$ cat config.mk
export PLATFORM = sky130hd
export DESIGN_NAME = alu_arbiter_flat
export DESIGN_NICKNAME = d
export VERILOG_FILES = /design/src/rtl/alu_arbiter_pkg.sv /design/src/rtl/alu_arbiter_if.sv /design/src/rtl/alu_arbiter_rr_arb2.sv /design/src/rtl/alu_arbiter.sv /design/src/flat_wrapper.sv
export SDC_FILE = /design/constraint.sdc
export NUM_CORES = 1
export LEC_CHECK = 0
export ABC_AREA = 0
export BUFFER_PORTS_ARGS = -buffer_cell sky130_fd_sc_hd__buf_2
export CORE_AREA = 10 10 230 232
export DETAILED_ROUTE_END_ITERATION = 8
export DIE_AREA = 0 0 240 242
export SETUP_SLACK_MARGIN = 0.3
export SYNTH_ARGS = -nofsm -noshare
export SYNTH_HDL_FRONTEND = slang
export SYNTH_HIERARCHICAL = 1
export SYNTH_SLANG_ARGS = --single-unit
export TNS_END_PERCENT = 30
$ cat constraint.sdc
create_clock -name clk -period 1.81 [get_ports clk]
set_clock_uncertainty 0.15 [all_clocks]
set_input_delay 0.0905 -clock clk [delete_from_list [all_inputs] [get_ports clk]]
set_output_delay 0.0905 -clock clk [all_outputs]
set_load 0.02 [all_outputs]
$ cat src/rtl/alu_arbiter_pkg.sv
// Shared types and build-wide widths/opcodes for the two-port ALU arbiter.
// The DEF_HEADDER block mirrors def.h so that the widths are defined exactly once.
`ifndef DEF_HEADDER
`define DEF_HEADDER
`define ALU_SEL_W 6
`define DATA_W    64
`define ALU_AND   6'd0
`define ALU_OR    6'd1
`define ALU_ADD   6'd2
`define ALU_XOR   6'd4
`define ALU_SUB   6'd6
`endif

package alu_arb_pkg;
   typedef enum logic [1:0] {
      IDLE = 2'd0,
      EXEC = 2'd1,
      RESP = 2'd2
   } state_e;

   typedef logic req_idx_t;

   // last_grant resets to port 1 so that port 0 wins the first contention
   localparam req_idx_t LAST_GRANT_RST = 1'b1;
endpackage

$ cat src/rtl/alu_arbiter_if.sv
// One requester channel: request handshake with ALU operands, response handshake with result.
interface alu_arbiter_if;
   logic                  req_valid;
   logic                  req_ready;
   logic [`ALU_SEL_W-1:0] req_ctl;
   logic [`DATA_W-1:0]    req_a;
   logic [`DATA_W-1:0]    req_b;
   logic                  rsp_valid;
   logic                  rsp_ready;
   logic [`DATA_W-1:0]    rsp_result;
   logic                  rsp_zero;

   modport master (
      output req_valid, req_ctl, req_a, req_b, rsp_ready,
      input  req_ready, rsp_valid, rsp_result, rsp_zero
   );

   modport slave (
      input  req_valid, req_ctl, req_a, req_b, rsp_ready,
      output req_ready, rsp_valid, rsp_result, rsp_zero
   );
endinterface

$ cat src/rtl/alu_arbiter_rr_arb2.sv
// Two-way grant selection; round-robin by default, fixed priority (port 0) with ALU_ARB_FIXED_PRI_EN.
module rr_arb2
   import alu_arb_pkg::*;
(
   input  logic [1:0] i_valid,
   input  req_idx_t   i_last_grant,
   output req_idx_t   o_grant
);
`ifdef ALU_ARB_FIXED_PRI_EN
   assign o_grant = i_valid[0] ? 1'b0 : i_valid[1];
`else
   always_comb begin
      o_grant = 1'b0;
      if (i_valid == 2'b11) begin
         o_grant = ~i_last_grant;
      end else begin
         o_grant = i_valid[1];
      end
   end
`endif
endmodule

$ cat src/rtl/alu_arbiter.sv
// Shares one combinational ALU between two valid/ready requesters: IDLE -> EXEC -> RESP.
// Arbitration is round-robin unless ALU_ARB_FIXED_PRI_EN selects fixed port-0 priority.
module alu_arbiter
   import alu_arb_pkg::*;
(
   input  logic                  clk,
   input  logic                  rst,
   alu_arbiter_if.slave          i_req0,
   alu_arbiter_if.slave          i_req1,
   output logic [`ALU_SEL_W-1:0] o_alu_ctl,
   output logic [`DATA_W-1:0]    o_alu_a,
   output logic [`DATA_W-1:0]    o_alu_b,
   input  logic [`DATA_W-1:0]    i_alu_out,
   input  logic                  i_alu_zero
);
   localparam logic [1:0] S_IDLE = 2'(IDLE);
   localparam logic [1:0] S_EXEC = 2'(EXEC);
   localparam logic [1:0] S_RESP = 2'(RESP);

   logic [1:0]            r_state;
   req_idx_t              r_gnt;
   logic [`ALU_SEL_W-1:0] r_ctl;
   logic [`DATA_W-1:0]    r_a;
   logic [`DATA_W-1:0]    r_b;
   logic [`DATA_W-1:0]    r_result;
   logic                  r_zero;

   logic [1:0]            w_valid;
   req_idx_t              w_grant;
   req_idx_t              w_last_grant;
   logic                  w_accept;

   assign w_valid  = {i_req1.req_valid, i_req0.req_valid};
   assign w_accept = (r_state == S_IDLE) && !rst && (w_valid != 2'b00);

`ifdef ALU_ARB_FIXED_PRI_EN
   assign w_last_grant = LAST_GRANT_RST;
`else
   req_idx_t r_last_grant;

   always_ff @(posedge clk) begin
      if (rst) begin
         r_last_grant <= LAST_GRANT_RST;
      end else if (w_accept) begin
         r_last_grant <= w_grant;
      end
   end

   assign w_last_grant = r_last_grant;
`endif

   rr_arb2 u_rr_arb2 (
      .i_valid      (w_valid),
      .i_last_grant (w_last_grant),
      .o_grant      (w_grant)
   );

   always_ff @(posedge clk) begin
      if (rst) begin
         r_state  <= S_IDLE;
         r_gnt    <= 1'b0;
         r_ctl    <= '0;
         r_a      <= '0;
         r_b      <= '0;
         r_result <= '0;
         r_zero   <= 1'b0;
      end else begin
         case (r_state)
            S_IDLE: begin
               if (w_accept) begin
                  r_gnt   <= w_grant;
                  r_ctl   <= w_grant ? i_req1.req_ctl : i_req0.req_ctl;
                  r_a     <= w_grant ? i_req1.req_a   : i_req0.req_a;
                  r_b     <= w_grant ? i_req1.req_b   : i_req0.req_b;
                  r_state <= S_EXEC;
               end
            end
            S_EXEC: begin
               r_result <= i_alu_out;
               r_zero   <= i_alu_zero;
               r_state  <= S_RESP;
            end
            S_RESP: begin
               if (r_gnt ? i_req1.rsp_ready : i_req0.rsp_ready) begin
                  r_state <= S_IDLE;
               end
            end
            default: r_state <= S_IDLE;
         endcase
      end
   end

   assign i_req0.req_ready  = w_accept && (w_grant == 1'b0) && i_req0.req_valid;
   assign i_req1.req_ready  = w_accept && (w_grant == 1'b1) && i_req1.req_valid;

   assign i_req0.rsp_valid  = (r_state == S_RESP) && (r_gnt == 1'b0);
   assign i_req1.rsp_valid  = (r_state == S_RESP) && (r_gnt == 1'b1);
   assign i_req0.rsp_result = r_result;
   assign i_req1.rsp_result = r_result;
   assign i_req0.rsp_zero   = r_zero;
   assign i_req1.rsp_zero   = r_zero;

   // The ALU only sees operands during the single EXEC cycle
   assign o_alu_ctl = (r_state == S_EXEC) ? r_ctl : '0;
   assign o_alu_a   = (r_state == S_EXEC) ? r_a   : '0;
   assign o_alu_b   = (r_state == S_EXEC) ? r_b   : '0;
endmodule

$ cat src/flat_wrapper.sv
// flat-port wrapper written by rule: the top's interface ports become plain ports
module alu_arbiter_flat import alu_arb_pkg::*;
  (clk, rst, o_alu_ctl, o_alu_a, o_alu_b, i_alu_out, i_alu_zero, i_req0_req_valid, i_req0_req_ctl, i_req0_req_a, i_req0_req_b, i_req0_rsp_ready, i_req0_req_ready, i_req0_rsp_valid, i_req0_rsp_result, i_req0_rsp_zero, i_req1_req_valid, i_req1_req_ctl, i_req1_req_a, i_req1_req_b, i_req1_rsp_ready, i_req1_req_ready, i_req1_rsp_valid, i_req1_rsp_result, i_req1_rsp_zero);
  alu_arbiter_if i_req0_i ();
  alu_arbiter_if i_req1_i ();
  input  logic clk;
  input  logic rst;
  output logic [`ALU_SEL_W-1:0] o_alu_ctl;
  output logic [`DATA_W-1:0] o_alu_a;
  output logic [`DATA_W-1:0] o_alu_b;
  input  logic [`DATA_W-1:0] i_alu_out;
  input  logic i_alu_zero;
  input wire logic [$bits(i_req0_i.req_valid)-1:0] i_req0_req_valid;
  input wire logic [$bits(i_req0_i.req_ctl)-1:0] i_req0_req_ctl;
  input wire logic [$bits(i_req0_i.req_a)-1:0] i_req0_req_a;
  input wire logic [$bits(i_req0_i.req_b)-1:0] i_req0_req_b;
  input wire logic [$bits(i_req0_i.rsp_ready)-1:0] i_req0_rsp_ready;
  output wire logic [$bits(i_req0_i.req_ready)-1:0] i_req0_req_ready;
  output wire logic [$bits(i_req0_i.rsp_valid)-1:0] i_req0_rsp_valid;
  output wire logic [$bits(i_req0_i.rsp_result)-1:0] i_req0_rsp_result;
  output wire logic [$bits(i_req0_i.rsp_zero)-1:0] i_req0_rsp_zero;
  input wire logic [$bits(i_req1_i.req_valid)-1:0] i_req1_req_valid;
  input wire logic [$bits(i_req1_i.req_ctl)-1:0] i_req1_req_ctl;
  input wire logic [$bits(i_req1_i.req_a)-1:0] i_req1_req_a;
  input wire logic [$bits(i_req1_i.req_b)-1:0] i_req1_req_b;
  input wire logic [$bits(i_req1_i.rsp_ready)-1:0] i_req1_rsp_ready;
  output wire logic [$bits(i_req1_i.req_ready)-1:0] i_req1_req_ready;
  output wire logic [$bits(i_req1_i.rsp_valid)-1:0] i_req1_rsp_valid;
  output wire logic [$bits(i_req1_i.rsp_result)-1:0] i_req1_rsp_result;
  output wire logic [$bits(i_req1_i.rsp_zero)-1:0] i_req1_rsp_zero;
  assign i_req0_i.req_valid = i_req0_req_valid;
  assign i_req0_i.req_ctl = i_req0_req_ctl;
  assign i_req0_i.req_a = i_req0_req_a;
  assign i_req0_i.req_b = i_req0_req_b;
  assign i_req0_i.rsp_ready = i_req0_rsp_ready;
  assign i_req0_req_ready = i_req0_i.req_ready;
  assign i_req0_rsp_valid = i_req0_i.rsp_valid;
  assign i_req0_rsp_result = i_req0_i.rsp_result;
  assign i_req0_rsp_zero = i_req0_i.rsp_zero;
  assign i_req1_i.req_valid = i_req1_req_valid;
  assign i_req1_i.req_ctl = i_req1_req_ctl;
  assign i_req1_i.req_a = i_req1_req_a;
  assign i_req1_i.req_b = i_req1_req_b;
  assign i_req1_i.rsp_ready = i_req1_rsp_ready;
  assign i_req1_req_ready = i_req1_i.req_ready;
  assign i_req1_rsp_valid = i_req1_i.rsp_valid;
  assign i_req1_rsp_result = i_req1_i.rsp_result;
  assign i_req1_rsp_zero = i_req1_i.rsp_zero;
  alu_arbiter u_core (.clk(clk), .rst(rst), .i_req0(i_req0_i), .i_req1(i_req1_i), .o_alu_ctl(o_alu_ctl), .o_alu_a(o_alu_a), .o_alu_b(o_alu_b), .i_alu_out(i_alu_out), .i_alu_zero(i_alu_zero));
endmodule
==> results.toml <==
[layout]
seqCellArea_um2 = 4070
layout_commonest_cell = "buf_2"
final_cell_mix = "467 x buf_2, 338 x dlygate4sd3_1, 200 x dfxtp_1, 196 x a21oi_1, 147 x buf_6"
finalNetCount = 2363
n_fill_cell = 4307
drive_gt1_share_pct = 47.6
multi_input_area_um2 = 5630
synthToLayoutAreaGrowth_pct = 98.0

[hold_path]
hp-class = "in -> reg"

[timing]
slew_violations = 0
fmax_mhz = 492
period_share_pct = 112
finalHoldViolations = 0
setup_violations = 235
finalWorstSetupSlack_ns = -0.223
whs_ns = 0.0554
tightest_slew_ns = 0.535
slew_headroom_pct = 64.2
fin_crit_ns = 2.03
rsz0062_at_grt = "true"

[critical_path]
crit_type = "reg -> out"
cp.required_ns = 1.57
cp_slowest_cell = "dfxtp_4"
crit_top_cell = "buf_6"
crit_path_end = "o_alu_b[34]"
timing.rr.start = "u_core/r_state[1]"
startpoint = "u_core/r_state[0]"
startpoint_type = "flop"
ff2ff_path_depth = 7
crit_chain = "nor2b_4 -> buf_6 -> buf_12 -> clkbuf_16 -> and2_4 -> buf_6"
path_max_fanout = 7
slowest_delay_ns = 0.35
worstPathArrival_ns = 1.79
reg2reg_to = "u_core/r_b[5]"
end_kind = "output pin"
worst-r2r-setup-slack_ns = -0.16

[clock_network]
cts.path.max_buffers = 3
path_clk_slew_ns = 0.06
cts_root_buf = "clkbuf_16"
cts_tree = "yes"
insertion_delay_ns = 0.53
cts.sinks = 203
cts_buffers = 24
htree_levels = 1

[routing]
route.detailed.drc = 0
via_count = 12500
via_per_inst = 4.67
drt_wl_total_um = 56400
dr.pass1.iters = 5
wl_per_cell_um = 21.1
drtAntennaViolNets = 0
drtIter0Drc = 513

[yosys]
ys_seq_area_share_pct = 39.9
synth_area_um2 = 10200
syn_nets = 1470
netlist-cell-type-count = 27
synth_cells = 1131
yosysWarnings = 6
ys_ff_latch = 203
syn_avg_cell_area_um2 = 9.00

[power_and_ir_drop]
leakage_nw = 9.03
pwr_density_cell_nw_per_um2 = 792
vdd_drop_max_mv = 0.693

[die]
coreArea_um2 = 48400
fp.dieArea_um2 = 58100
rows = 81
fp.dieH_um = 242
initial_utilization_pct = 21.0
die_w_um = 240
ios = 607

[global_routing]
grt_pass1_vias = 13600
grt_pass1_wl_um = 80400
grt_start_max_net_pins = 72
grt_usage_pct = 17.6
gr-total-overflow = 0
grt_antenna_before_repair = 12

[status]
violations = "negative setup slack"
status = "complete, but fails checks"

[run]
maxCapViolCount = 0

[placed_design]
pre_cts_ws_ns = 0.00908
gp_congestion = 0.899
hpwl_um = 32600
numPortBuffers = 606
-- what timing repair did --
item,in CTS,in global routing
setup endpoints to repair,321,339
hold buffers,339,0
gates cloned,9,7
buffers inserted,15,2
pin swaps,45,85
hold endpoints to repair,202,0
resized for setup,375,111
-- logic make-up after synthesis --
| kind of cell | share of synthesized area [%] |
|---|---|
| flip-flops | 39.9 |
| multiplexers | 13.3 |
| AO/OA/AOI/OAI | 23.0 |
| AND/OR/NAND/NOR | 13.9 |
| buffers and inverters | 9.91 |
-- Yosys cell counts, drive strengths merged --
cell    instances  share of area [%]
dfxtp         203                 40
a21oi         200                9.8
and2          135                8.3
mux2i         135                 13
a211oi        134                 13
nand2         132                4.9
buf           111                7.5
clkbuf         66                2.4
a21boi          2               0.18
nor2            2              0.098
a211o           1              0.086
and3            1              0.061
and3b           1              0.086
nand2b          1              0.061
nand3b          1              0.074
nor2b           1              0.061
nor3            1              0.049
nor3b           1              0.074
nor4b           1              0.086
o21ba           1              0.098
or2             1              0.061
-- worst max-delay path, delay by kind of cell, from the launching register on --
| family | cells | cell delay (ns) |
|---|---|---|
| buffers and inverters | 4 | 0.58 |
| flip-flops | 1 | 0.35 |
| AND/OR/NAND/NOR | 2 | 0.30 |
-- layout make-up --
class / count / area share [%]
Clock buffer: 36 / 3.75
Antenna cell: 11 / 0.137
Tap cell: 622 / 3.86
Sequential cell: 203 / 20.2
Timing Repair Buffer: 1044 / 43.3
Clock inverter: 8 / 0.819
Multi-Input combinational cell: 751 / 27.9
-- sequential cells by signal, summed over array words and instances (netlist names) --
signal and flops:
u_core/r_ctl 6, u_core/r_state 2, u_core/r_b 64, u_core/r_last_grant 1, u_core/r_gnt 1, u_core/i_req0.rsp_zero 1
u_core/i_req0.rsp_result 64, u_core/r_a 64
-- where the power goes --
group | switching, W | internal, W | total (W)
clock | 0.00201 | 0.00359 | 0.00559
combinational | 0.00254 | 0.00254 | 0.00508
sequential | 0.000336 | 0.00496 | 0.00530
total | 0.00488 | 0.0111 | 0.0160
-- per-layer routing --
layer	vias up	wire [um]	GRT usage (%)
met5	-	11	0
met4	2	3580	11.6
met3	219	5090	5.39
met2	721	28500	31.2
met1	5849	19200	17.4
li1	5703	-	-
-- per-stage QoR --
step | setup TNS (ns) | util [%] | std cells | total power (W) | cell area (um^2)
final | -32.91 | 41.6 | 2675 | 0.0160 | 20200
after global routing | -42.44 | 41.6 | 2674 | 0.0166 | 20200
after CTS | -22.57 | 40.5 | 2655 | 0.0156 | 19600
after detailed placement | 0 | 28.4 | 2248 | 0.00882 | 13700
after global placement | 0 | 28.4 | 2248 | 0.00876 | 13700
after floorplan | 0 | - | 1131 | 0.00750 | 10200
-- worst min-delay path by stage --
stage / from / endpoint / cells after the start
4_1_cts: i_req1_req_valid / u_core/r_a[29] / 4
3_5_place_dp: i_alu_out[54] / u_core/i_req0.rsp_result[54] / 3
2_1_floorplan: i_alu_out[0] / u_core/i_req0.rsp_result[0] / 2
3_3_place_gp: i_alu_out[42] / u_core/i_req0.rsp_result[42] / 3
5_1_grt: i_req1_req_valid / u_core/r_a[29] / 4
6_report: i_req1_req_valid / u_core/r_a[29] / 4
Note: power is estimated with default switching activity, not from simulation.
